==> src/rtl/seq_pkg.sv <==
// Shared definitions for the serial word transmitter and the 1001 sequence detector.
package seq_pkg;

    // Transmitter control states.
    typedef enum logic {
        IDLE  = 1'b0,
        SHIFT = 1'b1
    } tx_state_t;

    // Default word width.
    localparam int DEFAULT_WIDTH = 8;

    // Default line level while no word is in flight.
    localparam logic DEFAULT_IDLE_BIT = 1'b0;

    // Pattern matched by the downstream detector.
    localparam logic [3:0] PATTERN_1001 = 4'b1001;

endpackage

==> src/rtl/piso_shift_reg.sv <==
// Parallel-in serial-out shifter. Vacated positions fill with FILL_BIT, so that
// once a word has fully drained the current-bit output rests at the fill level.
module piso_shift_reg
    import seq_pkg::*;
#(
    parameter int   WIDTH     = DEFAULT_WIDTH,
    parameter bit   MSB_FIRST = 1'b1,
    parameter logic FILL_BIT  = DEFAULT_IDLE_BIT
) (
    input  logic             clk,
    input  logic             rst,
    input  logic             load,
    input  logic             shift,
    input  logic [WIDTH-1:0] load_data,
    output logic             bit_out
);

    logic [WIDTH-1:0] sr;

    // Shift register: load takes priority over shift; reset fills with FILL_BIT.
    always_ff @(posedge clk) begin
        // NOTE: sequential state uses non-blocking assignments so every flop
        // samples the pre-edge values regardless of statement order.
        if (rst) begin
            sr <= {WIDTH{FILL_BIT}};
        end else if (load) begin
            sr <= load_data;
        end else if (shift) begin
            sr <= MSB_FIRST ? {sr[WIDTH-2:0], FILL_BIT} : {FILL_BIT, sr[WIDTH-1:1]};
        end
    end

    assign bit_out = MSB_FIRST ? sr[WIDTH-1] : sr[0];

endmodule

==> src/rtl/serial_word_tx.sv <==
// Serializes valid/ready words onto a single-bit stream, one bit per clk, with a
// one-word holding register for gap-free back-to-back streaming.
module serial_word_tx
    import seq_pkg::*;
#(
    parameter int   WIDTH     = DEFAULT_WIDTH,
    parameter bit   MSB_FIRST = 1'b1,
    parameter logic IDLE_BIT  = DEFAULT_IDLE_BIT,
    parameter int   CNT_W     = 16
) (
    input  logic             clk,
    input  logic             rst,
    input  logic [WIDTH-1:0] in_data,
    input  logic             in_valid,
    output logic             in_ready,
    output logic             ser_out,
    output logic             ser_valid,
    output logic             word_done,
    output logic             busy,
    output logic [CNT_W-1:0] words_sent
);

    localparam int              BC_W     = $clog2(WIDTH);
    localparam logic [BC_W-1:0] LAST_BIT = BC_W'(WIDTH - 1);

    tx_state_t        state, state_d;
    logic [BC_W-1:0]  bit_cnt, bit_cnt_d;
    logic             hold_valid, hold_valid_d;
    logic [WIDTH-1:0] hold_data;
    logic             hold_wr;
    logic             sr_load, sr_shift;
    logic [WIDTH-1:0] sr_data;
    logic             accept;
    logic             last_bit;

    // in_ready depends only on registered state, never on in_valid.
    assign in_ready = !hold_valid;
    assign accept   = in_valid && !hold_valid;
    assign last_bit = (state == SHIFT) && (bit_cnt == LAST_BIT);

    // Next-state logic: decides shifter load/shift and holding-register writes.
    always_comb begin
        // NOTE: every signal gets a default first so no path leaves it
        // unassigned, which would otherwise infer a latch.
        state_d      = state;
        bit_cnt_d    = bit_cnt;
        hold_valid_d = hold_valid;
        hold_wr      = 1'b0;
        sr_load      = 1'b0;
        sr_shift     = 1'b0;
        sr_data      = in_data;
        case (state)
            IDLE: begin
                if (accept) begin
                    sr_load   = 1'b1;
                    state_d   = SHIFT;
                    bit_cnt_d = '0;
                end
            end
            SHIFT: begin
                if (!last_bit) begin
                    sr_shift  = 1'b1;
                    bit_cnt_d = bit_cnt + BC_W'(1);
                    if (accept) begin
                        hold_wr      = 1'b1;
                        hold_valid_d = 1'b1;
                    end
                end else if (hold_valid) begin
                    sr_load      = 1'b1;
                    sr_data      = hold_data;
                    hold_valid_d = 1'b0;
                    bit_cnt_d    = '0;
                end else if (accept) begin
                    sr_load   = 1'b1;
                    bit_cnt_d = '0;
                end else begin
                    // One more shift leaves only fill bits, so ser_out drops to IDLE_BIT.
                    sr_shift  = 1'b1;
                    state_d   = IDLE;
                    bit_cnt_d = '0;
                end
            end
            default: state_d = IDLE;
        endcase
    end

    // Control state register.
    always_ff @(posedge clk) begin
        if (rst) begin
            state      <= IDLE;
            bit_cnt    <= '0;
            hold_valid <= 1'b0;
        end else begin
            state      <= state_d;
            bit_cnt    <= bit_cnt_d;
            hold_valid <= hold_valid_d;
        end
    end

    // Holding-register payload.
    always_ff @(posedge clk) begin
        // NOTE: pure datapath, no reset needed; hold_valid alone qualifies it.
        if (hold_wr) begin
            hold_data <= in_data;
        end
    end

    // Registered status outputs, derived from next-state values, plus the word counter.
    always_ff @(posedge clk) begin
        if (rst) begin
            ser_valid  <= 1'b0;
            word_done  <= 1'b0;
            busy       <= 1'b0;
            words_sent <= '0;
        end else begin
            ser_valid <= (state_d == SHIFT);
            word_done <= (state_d == SHIFT) && (bit_cnt_d == LAST_BIT);
            busy      <= (state_d == SHIFT) || hold_valid_d;
            if (last_bit) begin
                words_sent <= words_sent + CNT_W'(1);
            end
        end
    end

    piso_shift_reg #(
        .WIDTH     (WIDTH),
        .MSB_FIRST (MSB_FIRST),
        .FILL_BIT  (IDLE_BIT)
    ) u_shift (
        .clk       (clk),
        .rst       (rst),
        .load      (sr_load),
        .shift     (sr_shift),
        .load_data (sr_data),
        .bit_out   (ser_out)
    );

endmodule

==> config.mk <==
export PLATFORM = sky130hd
export DESIGN_NAME = serial_word_tx
export DESIGN_NICKNAME = d
export VERILOG_FILES = /design/src/rtl/seq_pkg.sv /design/src/rtl/piso_shift_reg.sv /design/src/rtl/serial_word_tx.sv
export SDC_FILE = /design/constraint.sdc
export NUM_CORES = 1
export LEC_CHECK = 0
export ABC_CLOCK_PERIOD_IN_PS = 5000
export CORE_ASPECT_RATIO = 0.8
export CORE_MARGIN = 1
export CORE_UTILIZATION = 45
export CTS_BUF_LIST = sky130_fd_sc_hd__clkbuf_4
export DETAILED_ROUTE_END_ITERATION = 10
export PLACE_DENSITY = 0.77
export REMOVE_ABC_BUFFERS = 1
export SYNTH_ARGS = -nofsm -noshare
export SYNTH_HDL_FRONTEND = slang
export SYNTH_SLANG_ARGS = --single-unit
==> constraint.sdc <==
create_clock -name clk -period 5 [get_ports clk]
set_input_delay 1 -clock clk [delete_from_list [all_inputs] [get_ports clk]]
set_output_delay 1 -clock clk [all_outputs]
set_load 0.1 [all_outputs]
**Word level (Yosys, flattened, before mapping)**

Cells that the tools add are included.

- Register bits after elaboration: 39
- Input bits: 11
- Output and inout port bits: 21

- $add $sub $neg: 2
- Eq/ne operators: 2
- Mux-type cells: 23
- Bitwise logic cells: 1
- Reductions and logical operators: 6

Operators by type and width:

| cell | number |
|---|---|
| 8-bit 2-to-1 mux | 5 |
| 16-bit by 1-bit adder with 16-bit output (second input constant) | 1 |
| 1-bit 2-to-1 mux | 13 |
| 3-bit equality test (second input constant) | 2 |
| 3-bit 2-to-1 mux | 2 |
| 3-bit one-hot mux with 2 select lines | 1 |
| 1-bit one-hot mux with 2 select lines | 2 |
| 3-bit by 1-bit adder with 3-bit output (second input constant) | 1 |
| 1-bit logical AND | 3 |
| 2-bit nonzero test | 1 |
| 1-bit zero test | 1 |
| 1-bit logical OR | 1 |
| 1-bit inverter | 1 |

**Depth between registers and ports, before layout**

Gate-level depths: netlist of the first run.

- Depth in word-level cells: 8
- Mapped depth: 7
- Depth with buffers taken out: 6

**Hierarchy**

A second synthesis of the first run with hierarchy kept.

- Cell total of the unflattened synthesis: 171
- Area, all modules: 1,761.7 sq um

Modules (own cells, without submodules):

| module | times used | cells an instance | area an instance (sq um) | sequential area each (sq um) |
|---|---|---|---|---|
| serial_word_tx | 1 | 136 | 1,392.6 | 700.7 |
| piso_shift_reg | 1 | 35 | 369.1 | 160.2 |

**Worst setup path after synthesis of the first run**

No wires, ideal clock.

- Path type: register to register
- From: register words_sent[0]
- To: register words_sent[14]
- Setup time: 0.071 ns
- Arrival time: 2.504 ns
- Required time: 4.929 ns
- Setup slack: 2.426 ns
- Cell stages (with the launch flop): 6
- Path buffers: 0
- Period minus slack after synthesis: 2.574 ns
- Path through: dfxtp_1 > ha_1 > nand3_1 > or4_1 > or3_1 > a21oi_1

- Longest elaborated chain between the ends: 1

Ends and longest elaborated chain:

| what | RTL line | text |
|---|---|---|
| start, declared | serial_word_tx.sv:20 | `output logic [CNT_W-1:0] words_sent` |
| start signal, assigned | serial_word_tx.sv:120 | `words_sent <= words_sent + CNT_W'(1);` |
| 16-bit by 1-bit adder with 16-bit output | serial_word_tx.sv:120 |  |

Every way passes these cells.
A chain may end at the register's enable or synchronous reset.

**Final worst setup path of the first run**

- From: register ser_valid
- To: output port ser_valid

RTL lines:

| what | RTL line | text |
|---|---|---|
| start, declared | serial_word_tx.sv:17 | `output logic ser_valid,` |
| start signal, assigned | serial_word_tx.sv:116 | `ser_valid <= (state_d == SHIFT);` |

No word-level cell between the ends.

==> results of run 1 <==
## per-layer routing
layer / up-vias / track usage [%] / part of all wire (%)
li1: 673 / - / -
met1: 626 / 23.3 / 50
met2: 18 / 27.6 / 45
met3: 7 / 5.57 / 3.3
met4: 0 / 6.57 / 1.5
met5: - / 0 / 0
## cell usage in the layout, fill, tap and decap left out
cell type        synthesis  layout
dfxtp_1                 31      31
clkdlybuf4s50_1          0      31
nor2_1                  16      16
inv_1                   13      13
a21oi_1                 10      10
mux2i_1                  8       8
edfxtp_1                 8       8
a221oi_1                 7       7
o31a_1                   7       7
nand3_1                  6       6
nand2_1                  6       6
o21ai_0                  6       6
xnor2_1                  6       6
clkbuf_4                 0       6
or3_1                    5       5
nand2b_1                 4       4
nor3_1                   4       4
nand4_1                  3       3
nor4_1                   3       3
a22oi_1                  3       3
xor2_1                   3       3
ha_1                     3       3
nand3_2                  1       1
or4_1                    1       1
or4_4                    1       1
and2b_1                  1       1
and2_1                   1       1
a21o_1                   1       1
nor3b_1                  1       1
a31oi_1                  1       1
and3_1                   1       1
mux2_2                   1       1
inv_2                    0       1
clkinv_1                 0       1
buf_4                    0       1
## cells in the mapped netlist, types with 3 or more instances
cell type | n | area [sq um]
a221oi_1 | 7 | 61.3
nand2b_1 | 4 | 25.0
o31a_1 | 7 | 61.3
a22oi_1 | 3 | 22.5
a21oi_1 | 10 | 50.1
dfxtp_1 | 31 | 621
nor3_1 | 4 | 20.0
or3_1 | 5 | 31.3
nor4_1 | 3 | 18.8
clkbuf_1 | 6 | 22.5
mux2i_1 | 8 | 80.1
nand3_1 | 6 | 30.0
xnor2_1 | 6 | 52.6
xor2_1 | 3 | 26.3
edfxtp_1 | 8 | 240
o21ai_0 | 6 | 30.0
ha_1 | 3 | 37.5
nor2_1 | 16 | 60.1
nand4_1 | 3 | 18.8
inv_1 | 13 | 48.8
nand2_1 | 6 | 22.5
## cell families (layout without fill, tap and decap cells)
| family | Yosys count | in the layout |
|---|---|---|
| adders and majority gates | 3 | 3 |
| buffers and inverters | 20 | 53 |
| muxes | 9 | 9 |
| AOI/OAI and AO/OA | 35 | 35 |
| xor gates and xnor gates | 9 | 9 |
| and+or+nand+nor | 54 | 54 |
| DFF | 39 | 39 |
## state kept, by name, indices dropped and copies added (netlist names)
name / flops
hold_data: 8
busy: 1
hold_valid: 1
word_done: 1
u_shift.sr: 8
ser_valid: 1
words_sent: 16
bit_cnt: 3
## layout make-up
| type | instances | area [sq um] |
|---|---|---|
| fill | 291 | 1430 |
| sequential | 39 | 861 |
| timing repair buffer | 32 | 318 |
| multi-input combinational | 110 | 729 |
| tap | 42 | 52.6 |
| clock buffer | 6 | 45.0 |
| inverter | 13 | 48.8 |
| clock inverter | 2 | 7.51 |
## per-stage QoR
stage | hold slack (ns) | instances
floorplan | 0.453 | 162
global placement | 0.459 | 235
detailed placement | 0.477 | 235
CTS | 0.497 | 243
global route | 0.508 | 244
finish | 0.495 | 244
## how the worst max path moves through the flow
stage | slack [ns] | end
2_1_floorplan | 2.43 | words_sent[14]$_SDFFE_PP0P_
3_3_place_gp | 2.15 | u_shift.sr[1]$_SDFFE_PP0P_
3_5_place_dp | 1.97 | u_shift.sr[3]$_SDFFE_PP0P_
4_1_cts | 1.88 | ser_valid
5_1_grt | 1.81 | ser_valid
6_report | 1.89 | ser_valid
## where the power goes
part / total, mW / internal (mW) / switching [mW]
clock network: 0.156 / 0.0580 / 0.0984
logic: 0.0760 / 0.0272 / 0.0488
registers: 0.342 / 0.334 / 0.00852
total: 0.575 / 0.419 / 0.156
==> impl_metrics.env, run 1 <==
export IMPL_hold_viol=0
export IMPL_num_vias=1324
export IMPL_grt_antenna_before_repair=0
export IMPL_cp_startpoint="ser_valid$_SDFF_PP0_"
export IMPL_min_period_over_period_pct=62.1
export IMPL_synth_top_family_by_area="simple AND/OR/NAND/NOR gates"
export IMPL_synth_compound_area_share_pct=14.4
export IMPL_cp_arrival_ns=2.11
export IMPL_cts_root_buf="clkbuf_4"
export IMPL_synth_edf_count=8
export IMPL_grt_max_degree=30
export IMPL_worst_slew_pin_slew_ns=1.12
export IMPL_grt_first_pass_wirelength_mm=5.46
export IMPL_ctsResizeCount=0
export IMPL_cts_htree_levels=2
export IMPL_grt_pass1_vias=1183
export IMPL_dp_slack_ns=1.97
export IMPL_avgSynthCellArea_sq_um=9.85
export IMPL_p_leak_nw=0.745
export IMPL_final_max_slew_viol_count=0
export IMPL_ir_drop_mv=0.122
export IMPL_rows=19
export IMPL_hold_end="u_shift.sr[7]$_SDFFE_PP0P_"
export IMPL_postRouteAntennaNets=0
export IMPL_synthCells=169
export IMPL_cts_buffer_depth=2
export IMPL_cp_end_kind="output port"
export IMPL_cp_num_buf_inv=1
export IMPL_regToRegEndpoint="u_shift.sr[3]$_SDFFE_PP0P_"
export IMPL_max_freq_mhz=322
export IMPL_min_period_ns=3.11
export IMPL_die_w_microns=70.0
export IMPL_start_util_pct=47.7
export IMPL_whs_path_depth=1
export IMPL_cts_sinks=39
export IMPL_worstHoldStart="u_shift.sr[6]$_SDFFE_PP0P_"
export IMPL_cap_violations=0
export IMPL_synth_simple_area_share_pct=17.0
export IMPL_fin_nets=215
export IMPL_grt_overflow_total=0
export IMPL_area_growth_pct=23.8
export IMPL_post_cts_buffers=0
export IMPL_utilization_pct=59.0
export IMPL_post_route_cells_drive_above_1_share_pct=5.45
export IMPL_rsz0062_at_grt="false"
export IMPL_cp_slowest_stage_delay_ns=1.20
export IMPL_io_buffers=31
export IMPL_skew_ns=0.00560
export IMPL_slowest_stage="clkdlybuf4s50_1"
export IMPL_first_pass_iters=4
export IMPL_critical_path_required_ns=4.00
export IMPL_viasPerCell=5.43
export IMPL_crit_cells=1
export IMPL_crit_type="reg -> out"
export IMPL_grt_usage_pct=17.8
export IMPL_coreArea_sq_um=3490
export IMPL_setup_violations=0
export IMPL_clkLatencyLatePin_ns=0.34
export IMPL_numCtsBuffers=5
export IMPL_drc=0
export IMPL_synth_adder_area_share_pct=2.25
export IMPL_synth_xor_area_share_pct=4.73
export IMPL_netlist_area_sq_um=1670
export IMPL_clk_pin_slew_ns=0.11
export IMPL_cts_tree="built"
export IMPL_hold_path_class="reg -> reg"
export IMPL_status="completed"
export IMPL_holdBufCountCts=0
export IMPL_die_h_microns=56.4
export IMPL_final_setup_tns_ns=0
export IMPL_ios=32
export IMPL_ys_seq_area_share_pct=51.7
export IMPL_cp_start_kind="flip-flop"
export IMPL_total_power_mw=0.575
export IMPL_r2r_setup_slack_ns=2.57
export IMPL_timing_final_ws_setup_ns=1.89
export IMPL_synth_mux_area_share_pct=5.48
export IMPL_critPathMaxFanout=12
export IMPL_synthArstFlopShare_pct=0
export IMPL_wl_per_cell_microns=13.2
export IMPL_gp_congestion=0.828
export IMPL_maxSlewHeadroom_pct=25.3
export IMPL_ys_types=32
export IMPL_synth_ff_type="dfxtp_1"
export IMPL_wl_mm=3.23
export IMPL_design_area_sq_um=2060
export IMPL_ys_seq_elements=39
export IMPL_r2r_cells=6
export IMPL_drt_initial_drc_count=95
export IMPL_crit_path_cell_trace="clkdlybuf4s50_1"
export IMPL_hpwl_mm=2.20
export IMPL_crit_family="buffers and inverters"
export IMPL_num_antenna_cells=0
export IMPL_yosysWarningCount=0
export IMPL_pwr_density_cell_nw_per_um2=279
export IMPL_reg2reg_from="bit_cnt[0]$_SDFF_PP0_"
export IMPL_place_area_sq_um=2000
export IMPL_dieArea_sq_um=3950
No activity file was read; power rests on OpenSTA's default activity.
==> run 2: changes to the inputs <==
--- a/config.mk
+++ b/config.mk
@@ -5,7 +5,7 @@
 export SDC_FILE = /design/constraint.sdc
 export NUM_CORES = 1
 export LEC_CHECK = 0
-export ABC_CLOCK_PERIOD_IN_PS = 5000
+export ABC_CLOCK_PERIOD_IN_PS = 3000
 export CORE_ASPECT_RATIO = 0.8
 export CORE_MARGIN = 1
 export CORE_UTILIZATION = 45
==> constraint.sdc (replaced) <==
create_clock -name clk -period 3 [get_ports clk]
set_input_delay 0.6 -clock clk [delete_from_list [all_inputs] [get_ports clk]]
set_output_delay 0.6 -clock clk [all_outputs]
set_load 0.1 [all_outputs]
==> impl_metrics.env, run 2 (synthesis results as in run 1) <==
export IMPL_ctsResizeCount=0
export IMPL_final_max_slew_viol_count=0
export IMPL_total_power_mw=0.978
export IMPL_min_period_over_period_pct=73.9
export IMPL_design_area_sq_um=2040
export IMPL_crit_type="reg -> reg"
export IMPL_min_period_ns=2.22
export IMPL_drc=0
export IMPL_final_common_cell="dfxtp_1"
export IMPL_area_growth_pct=22.3
export IMPL_max_freq_mhz=451
export IMPL_maxSlewHeadroom_pct=55.7
export IMPL_place_area_sq_um=1980
export IMPL_cp_arrival_ns=2.50
export IMPL_holdBufCountCts=0
export IMPL_critPathMaxFanout=9
export IMPL_layout_common_cells="31 x dfxtp_1, 25 x buf_4, 16 x nor2_1"
export IMPL_hold_ws_ns=0.493
export IMPL_clkLatencyLatePin_ns=0.35
export IMPL_num_antenna_cells=0
export IMPL_numCtsBuffers=5
export IMPL_clk_pin_slew_ns=0.11
export IMPL_wl_mm=3.34
export IMPL_cts_buffer_depth=2
export IMPL_timing_final_ws_setup_ns=0.782
export IMPL_grt_max_degree=20
export IMPL_cts_htree_levels=2
export IMPL_rsz0062_at_grt="false"
export IMPL_hpwl_mm=2.34
export IMPL_dp_cells=239
export IMPL_n_fill_cell=300
export IMPL_final_setup_tns_ns=0
export IMPL_reg_largest_list="words_sent (16), hold_data (8), u_shift.sr (8)"
export IMPL_num_vias=1333
export IMPL_dieArea_sq_um=3950
export IMPL_wl_per_cell_microns=13.5
export IMPL_worst_slew_pin_slew_ns=0.662
export IMPL_postRouteAntennaNets=0
export IMPL_cap_violations=0
export IMPL_cp_start_kind="flip-flop"
export IMPL_utilization_pct=58.3
export IMPL_gp_congestion=0.811
export IMPL_status="completed"
export IMPL_cts_root_buf="clkbuf_4"
export IMPL_drt_initial_drc_count=92
export IMPL_grt_antenna_before_repair=0
export IMPL_io_buffers=31
export IMPL_die_w_microns=70.0
export IMPL_first_pass_iters=4
export IMPL_cts_sinks=39
export IMPL_die_h_microns=56.4
export IMPL_largest_reg_flops=16
export IMPL_coreArea_sq_um=3490
export IMPL_hold_path_class="reg -> reg"
export IMPL_dp_slack_ns=0.822
export IMPL_skew_ns=0.00595
export IMPL_post_route_cells_drive_above_1_share_pct=17.6
export IMPL_ir_drop_mv=0.291
export IMPL_grt_pass1_vias=1199
export IMPL_fin_nets=218
export IMPL_hold_viol=0
export IMPL_critical_path_required_ns=3.29
export IMPL_post_cts_buffers=0
export IMPL_start_util_pct=47.7
export IMPL_grt_overflow_total=0
export IMPL_top_register="words_sent"
export IMPL_p_leak_nw=0.801
export IMPL_grt_usage_pct=18.2
export IMPL_rows=19
export IMPL_viasPerCell=5.40
export IMPL_final_cell_count_no_fill=247
export IMPL_grt_first_pass_wirelength_mm=5.51
export IMPL_r2r_setup_slack_ns=0.78
export IMPL_cts_tree="built"
export IMPL_pwr_density_cell_nw_per_um2=480
export IMPL_setup_violations=0
export IMPL_cp_end_kind="flip-flop"
export IMPL_ios=32
[run 2: cell types whose count changed in the layout (fill, tap and decap cells not counted), sizes merged]
cell	previous run	this run
clkdlybuf4s50	31	10
inv	14	13
clkbuf	6	7
buf	1	25
[run 2: report_power, final]
group / switching (mW) / total, mW / internal, mW
clock network: 0.170 / 0.280 / 0.110
registers: 0.0134 / 0.570 / 0.556
logic: 0.0816 / 0.128 / 0.0468
total: 0.265 / 0.978 / 0.713
[run 2: final timing paths]
path / startpoint / to / cells past startpoint
max: bit_cnt[0]$_SDFF_PP0_ / words_sent[14]$_SDFFE_PP0P_ / 6
min: u_shift.sr[0]$_SDFFE_PP0P_ / u_shift.sr[1]$_SDFFE_PP0P_ / 1
max reg2reg: bit_cnt[0]$_SDFF_PP0_ / words_sent[14]$_SDFFE_PP0P_ / 6
min reg2reg: u_shift.sr[0]$_SDFFE_PP0P_ / u_shift.sr[1]$_SDFFE_PP0P_ / 1
[run 2: critical path: stages, from the launching register on]
cell     delay [ns]
dfxtp_1        0.41
ha_1           0.17
ha_1           0.26
nand3_2        0.20
or4_1          0.62
or3_1          0.37
a21oi_1        0.14
[run 2: per-layer routing]
layer	up-vias	routed length [microns]	track usage [%]
met5	-	0	0
met3	5	129	5.92
li1	680	-	-
met2	31	1490	26.9
met1	617	1660	24.1
met4	0	58	8.57
[run 2: final cells by class]
class	instances	area (sq um)	share of cell area, %
clock inverters	1	5.00	0.246
clock buffers	7	52.6	2.58
repair buffers	35	288	14.1
flip-flops and latches	39	861	42.3
inverters	13	48.8	2.40
multi-input cells	110	729	35.8
well taps	42	52.6	2.58
==> run 3: changes to the inputs <==
--- a/config.mk
+++ b/config.mk
@@ -5,7 +5,7 @@
 export SDC_FILE = /design/constraint.sdc
 export NUM_CORES = 1
 export LEC_CHECK = 0
-export ABC_CLOCK_PERIOD_IN_PS = 3000
+export ABC_CLOCK_PERIOD_IN_PS = 2100
 export CORE_ASPECT_RATIO = 0.8
 export CORE_MARGIN = 1
 export CORE_UTILIZATION = 45
==> constraint.sdc (replaced) <==
create_clock -name clk -period 2.1 [get_ports clk]
set_input_delay 0.42 -clock clk [delete_from_list [all_inputs] [get_ports clk]]
set_output_delay 0.42 -clock clk [all_outputs]
set_load 0.1 [all_outputs]
==> impl_metrics.env, run 3 (synthesis results as in run 1) <==
export IMPL_viasPerCell=5.40
export IMPL_pwr_share_clk_pct=26.7
export IMPL_grt_overflow_total=0
export IMPL_rsz0062_at_grt="false"
export IMPL_largest_reg_flops=16
export IMPL_gp_congestion=0.789
export IMPL_power_switching_mw=0.368
export IMPL_hold_path_class="reg -> reg"
export IMPL_layout_common_cells="32 x buf_4, 29 x dfxtp_1, 16 x nor2_1"
export IMPL_reg_largest_list="words_sent (16), hold_data (8), u_shift.sr (8)"
export IMPL_hold_viol=0
export IMPL_io_buffers=31
export IMPL_critical_path_required_ns=2.38
export IMPL_skew_ns=0.0148
export IMPL_die_w_microns=70.0
export IMPL_ir_drop_mv=0.321
export IMPL_cts_tree="built"
export IMPL_wl_mm=3.32
export IMPL_power_frac_comb_pct=14.2
export IMPL_grt_max_degree=20
export IMPL_dp_slack_ns=-0.140
export IMPL_drt_initial_drc_count=63
export IMPL_ios=32
export IMPL_cap_violations=0
export IMPL_regToRegEndpoint="words_sent[14]$_SDFFE_PP0P_"
export IMPL_clkLatencyLatePin_ns=0.33
export IMPL_maxSlewHeadroom_pct=59.1
export IMPL_num_vias=1377
export IMPL_place_area_sq_um=2050
export IMPL_rows=19
export IMPL_p_leak_nw=0.838
export IMPL_dieArea_sq_um=3950
export IMPL_die_h_microns=56.4
export IMPL_reg2reg_from="bit_cnt[0]$_SDFF_PP0_"
export IMPL_max_freq_mhz=510
export IMPL_hpwl_mm=2.43
export IMPL_first_pass_iters=4
export IMPL_clk_pin_slew_ns=0.12
export IMPL_worst_slew_pin_slew_ns=0.613
export IMPL_post_route_cells_drive_above_1_share_pct=22.5
export IMPL_timing_final_ws_setup_ns=0.140
export IMPL_whs_path_depth=1
export IMPL_min_period_over_period_pct=93.3
export IMPL_worstHoldStart="u_shift.sr[5]$_SDFFE_PP0P_"
export IMPL_r2r_cells=6
export IMPL_r2r_setup_slack_ns=0.14
export IMPL_cts_root_buf="clkbuf_4"
export IMPL_start_util_pct=47.7
export IMPL_cp_start_kind="flip-flop"
export IMPL_critPathMaxFanout=5
export IMPL_cts_sinks=39
export IMPL_drc=0
export IMPL_final_setup_tns_ns=0
export IMPL_cts_htree_levels=2
export IMPL_cp_end_kind="flip-flop"
export IMPL_min_period_ns=1.96
export IMPL_pwr_density_cell_nw_per_um2=648
export IMPL_final_common_cell="buf_4"
export IMPL_status="completed"
export IMPL_area_growth_pct=27.6
export IMPL_postRouteAntennaNets=0
export IMPL_cts_buffer_depth=2
export IMPL_p_sw_share_pct=26.8
export IMPL_num_antenna_cells=0
export IMPL_post_cts_buffers=0
export IMPL_coreArea_sq_um=3490
export IMPL_final_max_slew_viol_count=0
export IMPL_design_area_sq_um=2120
export IMPL_crit_type="reg -> reg"
export IMPL_grt_usage_pct=17.7
export IMPL_numCtsBuffers=5
export IMPL_cp_arrival_ns=2.23
export IMPL_power_frac_seq_pct=59.1
export IMPL_wl_per_cell_microns=13.0
export IMPL_top_register="words_sent"
export IMPL_setup_violations=0
export IMPL_hold_end="u_shift.sr[6]$_SDFFE_PP0P_"
export IMPL_grt_antenna_before_repair=0
export IMPL_fin_nets=226
export IMPL_grt_pass1_vias=1249
export IMPL_internal_power_mw=1.01
export IMPL_grt_first_pass_wirelength_mm=5.58
-- run 3: timing repair --
action	4_1_cts	5_1_grt
hold buffers	0	0
gates resized for setup	1	6
pin swaps	0	1
setup endpoints to repair	8	9
-- run 3: routing by layer --
metal	vias up	track usage, %	routed length, microns
li1	694	-	-
met1	646	22.8	1600
met2	35	29.5	1560
met3	2	3.95	141
met4	0	6.00	23
met5	-	0	0
-- run 3: area by class of cell --
| class | instances | area, sq um |
|---|---|---|
| Fill cell | 305 | 1370 |
| Sequential cell | 39 | 866 |
| Inverter | 13 | 48.8 |
| Timing Repair Buffer | 43 | 360 |
| Clock inverter | 2 | 7.51 |
| Multi-Input combinational cell | 110 | 744 |
| Clock buffer | 6 | 45.0 |
| Tap cell | 42 | 52.6 |
-- run 3: worst max path at each step --
stage	start	cells past startpoint	slack [ns]	to
6_report	bit_cnt[0]$_SDFF_PP0_	6	0.14	words_sent[14]$_SDFFE_PP0P_
5_1_grt	bit_cnt[0]$_SDFF_PP0_	6	0.05	words_sent[13]$_SDFFE_PP0P_
4_1_cts	bit_cnt[0]$_SDFF_PP0_	6	0.02	words_sent[14]$_SDFFE_PP0P_
3_5_place_dp	in_valid	5	-0.14	u_shift.sr[1]$_SDFFE_PP0P_
3_3_place_gp	in_valid	5	-0.02	u_shift.sr[1]$_SDFFE_PP0P_
2_1_floorplan	words_sent[0]$_SDFFE_PP0P_	5	-0.47	words_sent[14]$_SDFFE_PP0P_
-- run 3: through the flow --
step	utilization (%)	total power, mW	hold slack [ns]	cells
3_5_place_dp	58.7	1.02	0.470	247
6_report	60.8	1.38	0.493	255
4_1_cts	60.3	1.39	0.495	255
2_1_floorplan	-	0.947	0.453	162
5_1_grt	60.8	1.44	0.510	255
3_3_place_gp	58.7	1.02	0.459	247
-- run 3: power by group through the flow --
stage | Clock [mW] | Combinational, mW | Sequential (mW)
after floorplan | 0 | 0.0760 | 0.870
after global placement | 0 | 0.187 | 0.828
after detailed placement | 0 | 0.194 | 0.830
after CTS | 0.376 | 0.196 | 0.813
after global routing | 0.413 | 0.209 | 0.818
final | 0.367 | 0.196 | 0.814
-- run 3: critical path, cell delays in order (launching register included) --
cell	delay, ns
dfxtp_4	0.38
ha_1	0.15
ha_2	0.21
nand3_2	0.11
or4_4	0.57
or3_1	0.36
a21oi_1	0.14
==> RTL change (flow settings as in run 3) <==
Set the parameter `CNT_W` to 32 (it was 16).
--- a/src/rtl/serial_word_tx.sv
+++ b/src/rtl/serial_word_tx.sv
@@ -6,7 +6,7 @@
     parameter int   WIDTH     = DEFAULT_WIDTH,
     parameter bit   MSB_FIRST = 1'b1,
     parameter logic IDLE_BIT  = DEFAULT_IDLE_BIT,
-    parameter int   CNT_W     = 16
+    parameter int   CNT_W     = 32
 ) (
     input  logic             clk,
     input  logic             rst,
Interface: changed (resized words_sent); port bits go from 32 to 48. No check against the original RTL was run, so the function may have changed too.
==> RTL change against run 3 <==
Cell area increased by 51%. Synthesized area up 48%. Routed wire length grew 66%. Sequential cell count grew 16. Highest routed layer unchanged. Largest cell class is now multi-input gates. Clock skew fell by 6.1 ps. Setup slack worse by 120 ps. Clock power is 23% higher. Count of clock-buffer cells in the layout did not move. Global-route usage rose by 2.2 points. Power grew 28%.
==> RTL change: results <==
run_status:
  status: "finished, final reports clean"
final_layout:
  nets: 345
  reg.largest.list: "words_sent: 32 flops, hold_data: 8 flops, u_shift.sr: 8 flops"
  n_antenna_cell: 0
  drive_gt1_frac: 0.286
clock_tree:
  root_buffer: "clkbuf_4"
  clkLatencyLatePin_ps: 370
  tritoncts.num_buffers: 5
  cts.clk_slew.worst_paths_ps: 150
  clockBufferDepth: 2
  htreeDepth: 2
synth:
  yosysWarnings: 0
  synth_area_leaders: "dfxtp_1 (38%), edfxtp_1 (9.8%), a21oi_1 (4.5%)"
  synthArstFlopShare: 0
  synth_edf_count: 8
  synth_cell_types: 34
  synthTopCellsByCount: "dfxtp_1 (47), a21oi_1 (22), nor2_1 (21)"
  synth_seq_area_share: 0.480
  netlist_instances: 263
global_route:
  grt_usage: 0.199
  grt_pass1_vias: 1891
  antenna_found_initial: 0
  grt_pass1_wl_mm: 9.00
  grt_max_degree: 23
timing:
  fin_skew_ps: 8.72
  worst_pin_slew_ps: 434
  setup_violations: 0
drt:
  dr.pass1.iters: 6
  wl_mm: 5.51
  vias_per_cell: 5.44
  wl_per_cell_um: 14.0
  drt-initial-drc-count: 122
power_and_ir_drop:
  irDropWorstVdd_v: 0.000288
  leakage_uw: 0.00120
  internal_power_uw: 1310
critical_path:
  path_max_fanout: 7
  cp.arrival_ps: 2380
min_path:
  hp-class: "reg2reg"
placement:
  placed_area_sq_mm: 0.00304
  hpwl_mm: 3.80
  gp_congestion: 0.738
  dp_cells: 379
  io_buffers: 47
-- RTL change: changes by cell type in the layout (fill, tap and decap cells not counted), moves of 5 or more --
cell	run 3	this run
dfxtp_1	29	45
a221oi_1	7	0
nand3_1	5	10
mux2_2	1	8
o21ai_0	6	19
a21oi_1	9	18
buf_4	32	62
o31a_1	7	0
or4_1	0	6
o31ai_1	0	7
or3_1	5	11
nor2_1	16	21
nand3b_1	0	7
-- RTL change: cell type report --
class	count	area (sq um)
fill	441	1910
multi-input combinational	183	1230
sequential	55	1180
timing repair buffer	77	633
tap	62	77.6
clock buffer	6	45.0
inverter	9	33.8
clock inverter	2	7.51
-- RTL change: kinds of logic after synthesis --
kind of cell / share of synthesized area
buffers and inverters: 0.0427
DFF: 0.480
and+or+nand+nor: 0.225
xor gates and xnor gates: 0.0427
adders and majority gates: 0.0153
muxes: 0.0733
AOI/OAI and AO/OA: 0.121
-- RTL change: worst max-delay path: stages, from the launching register on --
cell and delay, ps:
dfxtp_2 380, ha_4 140, ha_4 130, nand3_2 70, or4_4 540, buf_6 150, or4_4 470, a21oi_2 130
-- RTL change: power by group through the flow --
stage                     logic [uW]  registers, uW  clock network, uW
after floorplan                 72.5           1170                  0
after global placement           194           1130                  0
after detailed placement         195           1130                  0
after CTS                        199           1110                469
after global routing             215           1110                505
final                            199           1110                453
-- RTL change: metrics by stage --
step                setup WS (ps)  utilization
floorplan                    -774            -
global placement             26.9        0.594
detailed placement          -22.3        0.594
CTS                          29.9        0.617
global route                -19.4        0.628
finish                       25.0        0.628
-- RTL change: worst paths after layout --
kind	slack, ps	endpoint	cells past startpoint	start
setup reg to reg	30	words_sent[26]	7	bit_cnt[0]
hold reg to reg	510	u_shift.sr[2]	2	u_shift.sr[2]
setup / recovery	30	words_sent[26]	7	bit_cnt[0]
hold / removal	510	u_shift.sr[2]	2	u_shift.sr[2]
-- RTL change: per-layer routing --
metal | wire length (um) | GRT usage | vias to the layer above
met5 | 0 | 0 | -
met3 | 210 | 0.0338 | 6
met1 | 2750 | 0.269 | 1001
met2 | 2480 | 0.330 | 45
li1 | - | - | 1093
met4 | 69 | 0.0636 | 0
-- RTL change: timing repair --
action | CTS | global route
buffers inserted | 2 | 4
endpoints found under the setup margin | 4 | 7
pin swaps | 3 | 4
resized for setup | 10 | 7
gates cloned | 1 | 0
